[src/rtl/seq_div_16by8_pkg.sv]
// Shared types and constants for the sequential 16/8 restoring divider.
// Defining DIV_APPROX_EN selects the 12-iteration approximate build.
package div_pkg;

   typedef enum logic [1:0] {
      IDLE,
      CALC,
      DONE
   } div_state_t;

   localparam int DIV_DW    = 16;
   localparam int DIV_VW    = 8;
   localparam int DIV_CNT_W = 5;

`ifdef DIV_APPROX_EN
   localparam int DIV_ITER = 12;
`else
   localparam int DIV_ITER = 16;
`endif

   localparam logic [DIV_DW-1:0] DIV_Z_QUOT = 16'hFFFF;

endpackage

[src/rtl/seq_div_16by8_if.sv]
// Operand/result handshake bundle for seq_div_16by8.
// master drives operands and result acceptance, slave is the divider.
interface seq_div_16by8_if
   import div_pkg::*;
#(
   parameter int DW = DIV_DW,
   parameter int VW = DIV_VW
);

   logic          in_valid;
   logic          in_ready;
   logic [DW-1:0] a;
   logic [VW-1:0] b;
   logic          out_valid;
   logic          out_ready;
   logic [DW-1:0] quot;
   logic [VW-1:0] rem;
   logic          div_by_zero;

   modport master (
      output in_valid,
      output a,
      output b,
      output out_ready,
      input  in_ready,
      input  out_valid,
      input  quot,
      input  rem,
      input  div_by_zero
   );

   modport slave (
      input  in_valid,
      input  a,
      input  b,
      input  out_ready,
      output in_ready,
      output out_valid,
      output quot,
      output rem,
      output div_by_zero
   );

endinterface

[src/rtl/seq_div_16by8_step.sv]
// One combinational restoring-division iteration: shift in the next
// dividend bit, subtract the divisor if it fits, emit the quotient bit.
module div_step
   import div_pkg::*;
#(
   parameter int VW = DIV_VW
) (
   input  logic [VW:0]   i_r,
   input  logic          i_bit,
   input  logic [VW-1:0] i_b,
   output logic [VW:0]   o_r,
   output logic          o_q
);

   logic [VW:0] w_r9;
   logic [VW:0] w_diff;

   assign w_r9   = {i_r[VW-1:0], i_bit};
   assign w_diff = w_r9 - {1'b0, i_b};

   // A set top bit means the true shifted value exceeds any divisor, so the
   // subtraction must happen; the wrapped 9-bit difference is still exact.
   assign o_q = i_r[VW] | (w_r9 >= {1'b0, i_b});
   assign o_r = o_q ? w_diff : w_r9;

endmodule

[src/rtl/seq_div_16by8.sv]
// Sequential 16/8 restoring divider, one quotient bit per clock, with
// valid/ready handshakes on both sides. DIV_APPROX_EN: 12-bit approximate mode.
module seq_div_16by8
   import div_pkg::*;
#(
   parameter int DW = DIV_DW,
   parameter int VW = DIV_VW
) (
   input  logic             clk,
   input  logic             rst,
   seq_div_16by8_if.slave   bus
);

   div_state_t           r_state;
   div_state_t           w_stateNext;

   logic [DW-1:0]        r_aq;
   logic [VW:0]          r_r;
   logic [VW-1:0]        r_b;
   logic [DIV_CNT_W-1:0] r_cnt;

   logic [DW-1:0]        r_quot;
   logic [VW-1:0]        r_rem;
   logic                 r_dbz;
   logic                 r_inReady;

   logic [VW:0]          w_rNext;
   logic                 w_qBit;
   logic [DW-1:0]        w_aqNext;
   logic                 w_accept;
   logic                 w_lastIter;
   logic                 w_bZero;

   assign w_accept   = (r_state == IDLE) && r_inReady && bus.in_valid;
   assign w_lastIter = (r_cnt == DIV_CNT_W'(DIV_ITER - 1));
   assign w_bZero    = (bus.b == '0);
   assign w_aqNext   = {r_aq[DW-2:0], w_qBit};

   div_step #(
      .VW (VW)
   ) u_step (
      .i_r   (r_r),
      .i_bit (r_aq[DW-1]),
      .i_b   (r_b),
      .o_r   (w_rNext),
      .o_q   (w_qBit)
   );

   always_ff @(posedge clk or posedge rst) begin
      if (rst) begin
         r_state <= IDLE;
      end else begin
         r_state <= w_stateNext;
      end
   end

   always_comb begin
      w_stateNext = r_state;
      case (r_state)
         IDLE: begin
            if (w_accept) begin
               w_stateNext = w_bZero ? DONE : CALC;
            end
         end
         CALC: begin
            if (w_lastIter) begin
               w_stateNext = DONE;
            end
         end
         DONE: begin
            if (bus.out_ready) begin
               w_stateNext = IDLE;
            end
         end
         default: begin
            w_stateNext = IDLE;
         end
      endcase
   end

   // in_ready follows the next state so it stays low throughout reset and
   // rises on the first edge after release or after the result handshake.
   always_ff @(posedge clk or posedge rst) begin
      if (rst) begin
         r_inReady <= 1'b0;
      end else begin
         r_inReady <= (w_stateNext == IDLE);
      end
   end

   // The dividend register doubles as the quotient register: each iteration
   // shifts out a dividend bit at the top and shifts a quotient bit in below.
   always_ff @(posedge clk or posedge rst) begin
      if (rst) begin
         r_aq   <= '0;
         r_r    <= '0;
         r_b    <= '0;
         r_cnt  <= '0;
         r_quot <= '0;
         r_rem  <= '0;
         r_dbz  <= 1'b0;
      end else begin
         case (r_state)
            IDLE: begin
               if (w_accept) begin
                  r_aq  <= bus.a;
                  r_b   <= bus.b;
                  r_r   <= '0;
                  r_cnt <= '0;
                  if (w_bZero) begin
                     r_quot <= DIV_Z_QUOT;
                     r_rem  <= bus.a[VW-1:0];
                     r_dbz  <= 1'b1;
                  end
               end
            end
            CALC: begin
               r_aq  <= w_aqNext;
               r_r   <= w_rNext;
               r_cnt <= r_cnt + 1'b1;
               if (w_lastIter) begin
`ifdef DIV_APPROX_EN
                  r_quot <= {w_aqNext[DIV_ITER-1:0], {(DW - DIV_ITER){1'b0}}};
                  r_rem  <= '0;
`else
                  r_quot <= w_aqNext;
                  r_rem  <= w_rNext[VW-1:0];
`endif
                  r_dbz  <= 1'b0;
               end
            end
            default: begin
            end
         endcase
      end
   end

   assign bus.in_ready    = r_inReady;
   assign bus.out_valid   = (r_state == DONE);
   assign bus.quot        = r_quot;
   assign bus.rem         = r_rem;
   assign bus.div_by_zero = r_dbz;

endmodule
[src/flat_wrapper.sv]
// flat-port wrapper written by rule: the top's interface ports become plain ports
module seq_div_16by8_flat import div_pkg::*;
#(
   parameter int DW = DIV_DW,
   parameter int VW = DIV_VW
)
  (clk, rst, bus_in_valid, bus_a, bus_b, bus_out_ready, bus_in_ready, bus_out_valid, bus_quot, bus_rem, bus_div_by_zero);
  seq_div_16by8_if #(.DW(DW), .VW(VW)) bus_i ();
  input  logic clk;
  input  logic rst;
  input wire logic [$bits(bus_i.in_valid)-1:0] bus_in_valid;
  input wire logic [$bits(bus_i.a)-1:0] bus_a;
  input wire logic [$bits(bus_i.b)-1:0] bus_b;
  input wire logic [$bits(bus_i.out_ready)-1:0] bus_out_ready;
  output wire logic [$bits(bus_i.in_ready)-1:0] bus_in_ready;
  output wire logic [$bits(bus_i.out_valid)-1:0] bus_out_valid;
  output wire logic [$bits(bus_i.quot)-1:0] bus_quot;
  output wire logic [$bits(bus_i.rem)-1:0] bus_rem;
  output wire logic [$bits(bus_i.div_by_zero)-1:0] bus_div_by_zero;
  assign bus_i.in_valid = bus_in_valid;
  assign bus_i.a = bus_a;
  assign bus_i.b = bus_b;
  assign bus_i.out_ready = bus_out_ready;
  assign bus_in_ready = bus_i.in_ready;
  assign bus_out_valid = bus_i.out_valid;
  assign bus_quot = bus_i.quot;
  assign bus_rem = bus_i.rem;
  assign bus_div_by_zero = bus_i.div_by_zero;
  seq_div_16by8 #(.DW(DW), .VW(VW)) u_core (.clk(clk), .rst(rst), .bus(bus_i));
endmodule
[config.mk]
export PLATFORM = sky130hd
export DESIGN_NAME = seq_div_16by8_flat
export DESIGN_NICKNAME = d
export VERILOG_FILES = /design/src/rtl/seq_div_16by8_pkg.sv /design/src/rtl/seq_div_16by8_if.sv /design/src/rtl/seq_div_16by8_step.sv /design/src/rtl/seq_div_16by8.sv /design/src/flat_wrapper.sv
export SDC_FILE = /design/constraint.sdc
export NUM_CORES = 1
export LEC_CHECK = 0
export BUFFER_PORTS_ARGS = -buffer_cell sky130_fd_sc_hd__buf_2
export CAP_MARGIN = 25
export CORE_UTILIZATION = 45
export DETAILED_ROUTE_END_ITERATION = 6
export GPL_TIMING_DRIVEN = 0
export PLACE_DENSITY = 0.7
export RECOVER_POWER = 100
export SETUP_SLACK_MARGIN = 0.15
export SLEW_MARGIN = 20
export SYNTH_ARGS = -nofsm -noshare
export SYNTH_HDL_FRONTEND = slang
export SYNTH_HIERARCHICAL = 1
export SYNTH_SLANG_ARGS = --single-unit
[constraint.sdc]
create_clock -name clk -period 2.74 [get_ports clk]
set_clock_uncertainty 0.05 [all_clocks]
set_input_delay 0.274 -clock clk [delete_from_list [all_inputs] [get_ports clk]]
set_output_delay 0.274 -clock clk [all_outputs]
set_load 0.05 [all_outputs]
# == After elaboration in Yosys (flattened, before gate mapping) ==
# Index checks and enable logic that the tools add are counted.
# totals
regBits,66
input_bits,28
output_inout_bits,27
wordCells,52
# classes
n_addsub,2
order_cmp,1
n_eq_ne,6
muxes,24
n_bitwise,1
reduce_logical,9
# op_table
operator,count
$mux W16,4
$pmux W16 S2,2
$mux W8,3
$mux W9,2
$pmux W9 S2,1
$pmux W8 S2,1
$pmux W5 S2,1
$ge A9 B8 Y1,1
$sub A9 B8 Y9,1
$logic_not A8 Y1,1
$mux W2,4
$ne A2 B1 Y1 const B,3
$pmux W2 S3,1
$add A5 B1 Y5 const B,1
$eq A5 B4 Y1 const B,1
$mux W5,1
$logic_not A2 Y1,2
$reduce_and A2 Y1,2
$reduce_and A4 Y1,1
$mux W1,3
$eq A2 B1 Y1 const B,1
$eq A2 B2 Y1 const B,1
$logic_and A1 B1 Y1,2
$pmux W1 S2,1
other kinds (2),2

# == Depth between registers and ports, before layout ==
# Gate-level depths: netlist (run 1).
# depth
ltp_word,6
ltp_mapped,11

# == Hierarchy ==
# The synthesis (run 1) kept the hierarchy.
# modules_own_cells
module,instances,cells_per_inst,area_per_inst_um2,seq_area_each_um2
seq_div_16by8,1,235,2761.4,1651.6
div_step,1,75,535.5,0.0

# == Worst setup path after synthesis (run 1) ==
# Ideal clock, no wire load.
# synth_timing
path_kind,register to register
startpoint,register u_core.r_r[5]
endpoint,register u_core.r_rem[3] (netlist: u_core/bus.rem[3])
setup_ps,125
arrival_ps,2160
required_ps,2565
slack_ps,406
path_stages_with_launch,11
path_buffers,1
period_less_slack_ps,2334
path_cell_list,dfrtp_1 ha_1 a21oi_1 nand2_1 o211ai_4 and2_4 buf_6 mux2_4 nand2_1 nand2_1 mux2_2
# synth_via
elab_chain_len,5
# synth_rtl
element,line,source
start: declaration,seq_div_16by8.sv:18,logic [VW:0] r_r;
start signal: assignment,seq_div_16by8.sv:119,r_r <= w_rNext;
$ge A9 B8 Y1,seq_div_16by8_step.sv:23,"assign o_q = i_r[VW] | (w_r9 >= {1'b0, i_b});"
$or A1 B1 Y1,seq_div_16by8_step.sv:23,
$mux W9,seq_div_16by8_step.sv:24,assign o_r = o_q ? w_diff : w_r9;
named net u_core.w_rNext[3],seq_div_16by8.sv:27,logic [VW:0] w_rNext;
$mux W8,seq_div_16by8.sv:121,if (w_lastIter) begin
$pmux W8 S2,seq_div_16by8.sv:103,case (r_state)
end signal: assignment,seq_div_16by8.sv:112,r_rem <= bus.a[VW-1:0];
end signal: assignment,seq_div_16by8.sv:127,r_rem <= w_rNext[VW-1:0];
end: declaration,seq_div_16by8.sv:23,logic [VW-1:0] r_rem;
# The timed path passes the listed nets, and every way through them passes these cells. The select of a mux whose other input is x is not followed.
# A chain may end at the register's enable or synchronous reset.

# == Final worst setup path (run 1) ==
# layout_timing
startpoint,register u_core.r_r[6]
endpoint,register u_core.r_rem[5] (netlist: u_core/bus.rem[5])
# The elaborated chain is that of the path after synthesis.

==> flow_metrics.tcl, run 1 <==
set metrics [dict create \
    placedCellCount 461 \
    via_per_inst 5.26 \
    syn_nets 349 \
    drt_iter0_markers 152 \
    wl_um 7330 \
    ys_ff_latch 66 \
    seq_area_frac_synth_pct 50.1 \
    worst_setup_path_end_kind "flop" \
    cts_root_buffer "clkbuf_8" \
    worst_pin_slew_ns 1.25 \
    vias 2527 \
    criticalPathCategory "flop to flop" \
    grt_usage_pct 21.4 \
    insertion_delay_ns 0.34 \
    firstDrtPassIters 4 \
    syn_to_final_growth_pct 18.0 \
    n_fill_cell 644 \
    layout-drive-gt1-share_pct 19.8 \
    tns_ns 0 \
    overflow 0 \
    cts_tree "yes" \
    multi_input_area_um2 1480 \
    final_util_pct 56.0 \
    setup_viol 0 \
    wl_met1_um 3440 \
    place_area_um2 3710 \
    cap_violations 0 \
    fp.dieW_um 87.6 \
    yosys_warnings 6 \
    wl_met2_um 3480 \
    h-tree-depth 3 \
    start_util_pct 47.5 \
    fin_nets 418 \
    final_cell_mix "dfrtp_1 (66), nand2_1 (50), clkbuf_1 (42)" \
    placementRows 30 \
    finalCritPeriodShare_pct 93.6 \
    arrival_ns 2.74 \
    antenna_left 0 \
    register_area_um2 1650 \
    top_layer "met4" \
    clk_path_buf_depth 2 \
    antenna_found_initial 0 \
    grt_pass1_wl_um 12300 \
    rsz0062_at_grt "true" \
    cp_max_fo 9 \
    chipHeight_um 87.6 \
    final_common_cell "dfrtp_1" \
    reg2reg_from "u_core/r_r[6]" \
    timing.fmax_mhz 390 \
    core_um2 6940 \
    hp-start "bus_out_ready" \
    cp-startpoint "u_core/r_r[6]" \
    synth_edf_count 0 \
    slew_headroom_pct 16.1 \
    finalInstanceArea_um2 3890 \
    status "finished clean" \
    clkSinkCount 66 \
    first_global_vias 2441 \
    clk_pin_slew_worst_paths_ns 0.07 \
    yosysUniqueCellTypes 49 \
    die-area_um2 7670 \
    wl_per_cell_um 15.3 \
    ys_dominant_reg_cell "dfrtp_1" \
    hold_path_class "primary input to flop" \
    startpoint_type "flop" \
    async_flop_share_pct 100 \
    syn_inst 310 \
    num_antenna_cells 0 \
    maxSlewViolCount 0 \
    place_congestion 0.850 \
    wl_met3_um 363 \
    worstPathRequired_ns 2.91 \
    fin_cells 480 \
    cts_buffers 9 \
    syn_area_um2 3300 \
    grt_max_degree 39 \
    dp_hpwl_um 5290 \
    final-hold-violation-count 0 \
    post-route-drc-count 0 \
    min_period_ns 2.57 \
    synth_area_per_cell_um2 10.6 \
    num_io_pins 55 \
    io_buffers 54 \
]
## worst paths after layout
check                                          to  slack, ns  cells past startpoint
setup reg to reg                u_core/bus.rem[5]       0.17                     10
setup / recovery                u_core/bus.rem[5]       0.17                     10
min in group asynchronous  u_core/bus.div_by_zero       0.69                      3
max in group asynchronous           u_core/r_r[5]       0.50                      4
hold / removal                  u_core/r_state[1]       0.11                      2
hold reg to reg                u_core/bus.quot[8]       0.44                      1
## flip-flops by register name, summed over array words and instances (netlist names)
name and cells:
u_core/bus.div_by_zero 1, u_core/r_cnt 5, u_core/bus.quot 16, u_core/r_r 9, u_core/r_b 8, u_core/bus.rem 8, u_core/r_state 2, u_core/r_aq 16
u_core/bus.in_ready 1
## what timing repair did
item | CTS | global route
buffers inserted | 0 | 2
endpoints found under the setup margin | 1 | 4
pin swaps | 0 | 2
endpoints found under the hold margin | 28 | 0
hold buffers | 1 | 0
gates resized for setup | 1 | 5
## worst max-delay path, cell delays in order, from the launching register on
cell	delay [ns]
dfrtp_1	0.41
ha_1	0.40
nand4_1	0.15
o21ai_0	0.25
inv_1	0.18
and2_4	0.18
buf_6	0.13
mux2_1	0.33
nand2_1	0.07
nand2_1	0.05
mux2_2	0.25
## Yosys cell counts, types with 2 or more instances
library cell,n,share of area (%)
mux2i_1,8,2.4
nand2_1,50,5.7
dfrtp_1,66,50
o22ai_1,2,0.38
buf_1,2,0.23
o31ai_1,2,0.46
o21ai_0,23,3.5
xnor2_1,3,0.80
inv_1,19,2.2
mux2_2,13,4.4
ha_1,10,3.8
a21o_1,6,1.4
buf_2,2,0.30
nor2_1,9,1.0
clkbuf_1,9,1.0
o22a_1,16,4.3
a22o_1,7,1.9
nor3_1,3,0.46
nand3_1,6,0.91
xor2_1,2,0.53
a211oi_1,3,0.68
nand2b_1,5,0.95
buf_6,2,0.68
or4_4,2,0.68
a21oi_1,11,1.7
mux2_4,5,2.3
nand4_1,2,0.38
## metrics by stage
stage	worst slack (ns)	hold slack [ns]
after floorplan	0.406	0.349
after global placement	-0.0807	0.416
after detailed placement	0.192	0.243
after CTS	0.181	0.0990
after global routing	0.0783	0.0970
final	0.175	0.114
## kinds of logic after synthesis
| group | after synthesis | share of synthesized area [%] |
|---|---|---|
| and+or+nand+nor | 85 | 12.1 |
| muxes | 26 | 9.15 |
| adders and majority gates | 11 | 4.40 |
| xor gates and xnor gates | 5 | 1.33 |
| buffers and inverters | 36 | 4.74 |
| AOI/OAI and AO/OA | 81 | 18.2 |
| DFF | 66 | 50.1 |
## routing by layer
layer	vias up	track usage (%)
li1	1232	-
met1	1220	29.9
met5	-	0
met3	7	5.56
met4	0	8.35
met2	68	31.9
## layout make-up
type	count	share of cell area [%]
tap	96	3.09
clock buffer	10	3.28
clock inverter	6	2.35
buffer	16	1.93
sequential	66	42.5
timing repair buffer	58	6.85
multi-input combinational	208	38.1
inverter	20	1.96
Power of run 1 is not shown: default switching activity piles up to over one toggle a cycle in this logic, so the estimate is an artifact.
==> inputs of run 2 (changes only) <==
--- a/config.mk
+++ b/config.mk
@@ -5,6 +5,7 @@
 export SDC_FILE = /design/constraint.sdc
 export NUM_CORES = 1
 export LEC_CHECK = 0
+export ABC_AREA = 1
 export BUFFER_PORTS_ARGS = -buffer_cell sky130_fd_sc_hd__buf_2
 export CAP_MARGIN = 25
 export CORE_UTILIZATION = 45
==> flow_metrics.tcl, run 2 <==
set metrics [dict create \
    io_buffers 54 \
    worst_pin_slew_ns 0.671 \
    cp_max_fo 9 \
    synth-adder-area-share_pct 4.08 \
    grt_pass1_wl_um 14100 \
    clk_pin_slew_worst_paths_ns 0.08 \
    synth_area_per_cell_um2 7.53 \
    synthXorXnorAreaFrac_pct 0.739 \
    criticalPathCategory "flop to flop" \
    arrival_ns 2.52 \
    status "finished clean" \
    placedCellCount 629 \
    wl_um 8200 \
    synth_common_cells "nand2_1 (170), dfrtp_1 (66), inv_1 (61), nand3_1 (50), o21ai_0 (39)" \
    syn_inst 472 \
    syn_to_final_growth_pct 16.2 \
    chipHeight_um 90.9 \
    cts_setup_buffers 0 \
    timing.fmax_mhz 437 \
    startpoint_type "flop" \
    synthSimpleGateAreaFrac_pct 29.5 \
    synth_edf_count 0 \
    via_per_inst 4.94 \
    layout-drive-gt1-share_pct 11.4 \
    cap_violations 0 \
    final_common_cell "nand2_1" \
    holdWs_ns 0.0919 \
    synth_top_area_share_pct 46.5 \
    cts-resized-gates 0 \
    fin_cells 646 \
    insertion_delay_ns 0.34 \
    placementRows 32 \
    synth_compound_area_share_pct 9.54 \
    n_fill_cell 782 \
    syn_nets 511 \
    setup_viol 0 \
    fp.dieW_um 90.9 \
    cts_tree "yes" \
    place_area_um2 3980 \
    hold_path_class "primary input to flop" \
    start_util_pct 46.2 \
    wl_per_cell_um 12.7 \
    h-tree-depth 3 \
    die-area_um2 8260 \
    tns_ns 0 \
    ys_dominant_reg_cell "dfrtp_1" \
    overflow 0 \
    slew_headroom_pct 55.0 \
    core_um2 7690 \
    synth.area.top_cells "dfrtp_1 (46%), nand2_1 (18%), nand3_1 (7.0%)" \
    finalInstanceArea_um2 4130 \
    synth_mux_area_share_pct 0 \
    num_io_pins 55 \
    min_period_ns 2.29 \
    cts_buffers 9 \
    yosys_warnings 6 \
    antenna_left 0 \
    yosysUniqueCellTypes 30 \
    dp_hpwl_um 6100 \
    ys_ff_latch 66 \
    num_antenna_cells 0 \
    maxSlewViolCount 0 \
    async_flop_share_pct 100 \
    clk_path_buf_depth 2 \
    final-hold-violation-count 0 \
    yosysMostFrequentCell "nand2_1" \
    drt_iter0_markers 255 \
    clkSinkCount 66 \
    first_global_vias 3166 \
    grt_max_degree 54 \
    final_cell_mix "nand2_1 (175), dfrtp_1 (66), inv_1 (60)" \
    rsz0062_at_grt "false" \
    fin_nets 578 \
    vias 3192 \
    synth_top_family_by_area "simple AND/OR/NAND/NOR gates" \
    worstPathRequired_ns 2.97 \
    firstDrtPassIters 4 \
    yosysTopAreaCell "dfrtp_1" \
    post-route-drc-count 0 \
    place_congestion 0.857 \
    grt_usage_pct 21.6 \
    seq_area_frac_synth_pct 46.5 \
    finalCritPeriodShare_pct 83.6 \
    cts_root_buffer "clkbuf_8" \
    worst_setup_path_end_kind "flop" \
    antenna_found_initial 0 \
    syn_area_um2 3550 \
]
-- run 2: final timing paths --
path,start,depth (start not counted),slack [ns],to
max,u_core/r_r[1],12,0.45,u_core/bus.rem[7]
min,bus_b[2],3,0.09,u_core/r_b[2]
max reg2reg,u_core/r_r[1],12,0.45,u_core/bus.rem[7]
min reg2reg,u_core/bus.quot[4],2,0.42,u_core/bus.quot[4]
max in group asynchronous,rst,4,1.53,u_core/bus.in_ready
min in group asynchronous,rst,3,0.46,u_core/bus.quot[5]
-- run 2: what timing repair did --
item,CTS,global route
endpoints found under the hold margin,13,0
hold buffers,1,0
setup endpoints to repair,0,0
-- run 2: worst max-delay path, stage by stage (launching register included) --
cell	delay, ns
dfrtp_1	0.42
ha_1	0.39
a21oi_1	0.15
nand2_1	0.11
nand2_1	0.07
nand2_1	0.07
nand2_1	0.32
o21ai_0	0.15
nor2_1	0.10
inv_1	0.06
o21ai_0	0.15
nand3_1	0.11
nand2_1	0.08
-- run 2: metal layers --
metal  wire length, um  part of all wire, %  track usage, %  vias to the layer above
met5                 0                    0               0                        -
met4                92                  1.1            8.47                        0
met3               412                  5.0            3.87                        8
met2              3820                   47            34.3                       83
met1              3880                   47            29.3                     1486
li1                  -                    -               -                     1615
-- run 2: cells by family after synthesis --
kind of cell | Yosys count
compound gates | 60
fa+ha+maj | 11
xor+xnor | 3
simple gates | 249
buf+inv | 83
flops | 66
-- run 2: cell type report --
cell class | instances | area, um2 | share of cell area, %
clock buffer | 9 | 124 | 3.00
inverter | 65 | 248 | 6.00
clock inverter | 7 | 77.6 | 1.88
buffer | 18 | 90.1 | 2.18
tap | 102 | 128 | 3.09
multi-input combinational | 323 | 1540 | 37.2
timing repair buffer | 56 | 273 | 6.61
sequential | 66 | 1650 | 40.0
-- run 2: through the flow --
stage / worst slack (ns) / util [%]
2_1_floorplan: 0.761 / -
3_3_place_gp: 0.000299 / 51.4
3_5_place_dp: 0.688 / 51.8
4_1_cts: 0.674 / 54.6
5_1_grt: 0.274 / 53.7
6_report: 0.450 / 53.7
Power of run 2 is left out for the same reason.
==> inputs of run 3 (changes only) <==
==> constraint.sdc (replaced) <==
create_clock -name clk -period 2.32 [get_ports clk]
set_clock_uncertainty 0.05 [all_clocks]
set_input_delay 0.232 -clock clk [delete_from_list [all_inputs] [get_ports clk]]
set_output_delay 0.232 -clock clk [all_outputs]
set_load 0.05 [all_outputs]
==> flow_metrics.tcl, run 3 (synthesis results as in run 2) <==
set metrics [dict create \
    status "finished clean" \
    antenna_left 0 \
    hold_path_class "primary input to flop" \
    syn_to_final_growth_pct 18.3 \
    grt_pass1_wl_um 14100 \
    cts_root_buffer "clkbuf_8" \
    grt_usage_pct 21.6 \
    fin_nets 578 \
    drt_iter0_markers 238 \
    start_util_pct 46.2 \
    worst_pin_slew_ns 0.661 \
    final_common_cell "nand2_1" \
    rsz0062_at_grt "false" \
    worstPathRequired_ns 2.56 \
    clk_pin_slew_worst_paths_ns 0.08 \
    clkSinkCount 66 \
    antenna_found_initial 0 \
    wl_um 8320 \
    cp_top_family "simple AND/OR/NAND/NOR gates" \
    firstDrtPassIters 5 \
    cap_violations 0 \
    clk_path_buf_depth 2 \
    core_um2 7690 \
    worst_setup_path_end_kind "flop" \
    post-route-drc-count 0 \
    wl_per_cell_um 12.9 \
    final-hold-violation-count 0 \
    fp.dieW_um 90.9 \
    first_global_vias 3166 \
    num_io_pins 55 \
    timing.fmax_mhz 495 \
    criticalPathCategory "flop to flop" \
    multi_input_area_um2 1610 \
    register_area_um2 1650 \
    dp_hpwl_um 6100 \
    min_period_ns 2.02 \
    final_cell_mix "nand2_1 (173), dfrtp_1 (66), inv_1 (60)" \
    startpoint_type "flop" \
    cp_max_fo 9 \
    cts_buffers 9 \
    slowest_stage "dfrtp_1" \
    n_fill_cell 769 \
    layout-drive-gt1-share_pct 12.9 \
    via_per_inst 5.03 \
    setup_viol 0 \
    crit_cells 12 \
    grt_max_degree 54 \
    maxSlewViolCount 0 \
    h-tree-depth 3 \
    reg2reg_setup_slack_ns 0.30 \
    placementRows 32 \
    whs_path_depth 3 \
    io_buffers 54 \
    slew_headroom_pct 55.7 \
    cts_tree "yes" \
    vias 3252 \
    cts_setup_buffers 0 \
    reg2regPathDepth 12 \
    worstPathCellList "ha_1, nand2_1, inv_1, a21oi_1, nand2_2, nand2_4, o21ai_0, nor2_1, inv_1, o21ai_0, nand3_1, nand2_1" \
    holdWs_ns 0.0462 \
    cp_slowest_stage_delay_ns 0.42 \
    arrival_ns 2.26 \
    chipHeight_um 90.9 \
    finalCritPeriodShare_pct 87.1 \
    num_antenna_cells 0 \
    critPathBufInv 2 \
    overflow 0 \
    place_congestion 0.857 \
    insertion_delay_ns 0.35 \
    die-area_um2 8260 \
]
run 3: per-layer routing:
metal,global-route usage [%],vias to the layer above,wire (um)
met4,8.47,0,117
li1,-,1614,-
met3,3.87,16,433
met5,0,-,0
met2,34.3,97,3840
met1,29.3,1525,3920
run 3: what timing repair did:
| item | 4_1_cts | 5_1_grt |
|---|---|---|
| setup endpoints to repair | 0 | 8 |
| gates resized for setup | 0 | 10 |
| hold buffers | 1 | 0 |
| hold endpoints to repair | 13 | 0 |
run 3: path summary, 6_finish.rpt:
check / startpoint / end
min in group asynchronous: rst / u_core/bus.quot[5]
max: u_core/r_r[5] / u_core/bus.rem[7]
min: bus_b[2] / u_core/r_b[2]
min reg2reg: u_core/bus.quot[4] / u_core/bus.quot[4]
max reg2reg: u_core/r_r[5] / u_core/bus.rem[7]
max in group asynchronous: rst / u_core/r_state[1]
run 3: worst register-to-register path: stages (launching register included):
cell     delay [ns]
dfrtp_1        0.42
ha_1           0.37
nand2_1        0.10
inv_1          0.04
a21oi_1        0.16
nand2_2        0.10
nand2_4        0.14
o21ai_0        0.11
nor2_1         0.09
inv_1          0.06
o21ai_0        0.15
nand3_1        0.11
nand2_1        0.08
run 3: cell type report:
| class | instances | area share, % |
|---|---|---|
| multi-input cells | 323 | 38.4 |
| inverters | 65 | 5.89 |
| flip-flops and latches | 66 | 39.3 |
| well taps | 102 | 3.04 |
| clock inverters | 7 | 1.85 |
| clock buffers | 9 | 2.95 |
| plain buffers | 18 | 2.14 |
| repair buffers | 56 | 6.49 |
run 3: stage by stage:
step                      std cells  worst slack (ns)  instance area [um2]  util [%]  setup TNS (ns)
after global routing            646            0.0780                 4200      54.7               0
after global placement          628            -0.378                 3950      51.4          -24.62
final                           646             0.300                 4200      54.7               0
after floorplan                 472             0.383                 3550         -               0
after detailed placement        629             0.268                 3980      51.8               0
after CTS                       646             0.254                 4190      54.6               0
Power of run 3 is left out for the same reason.
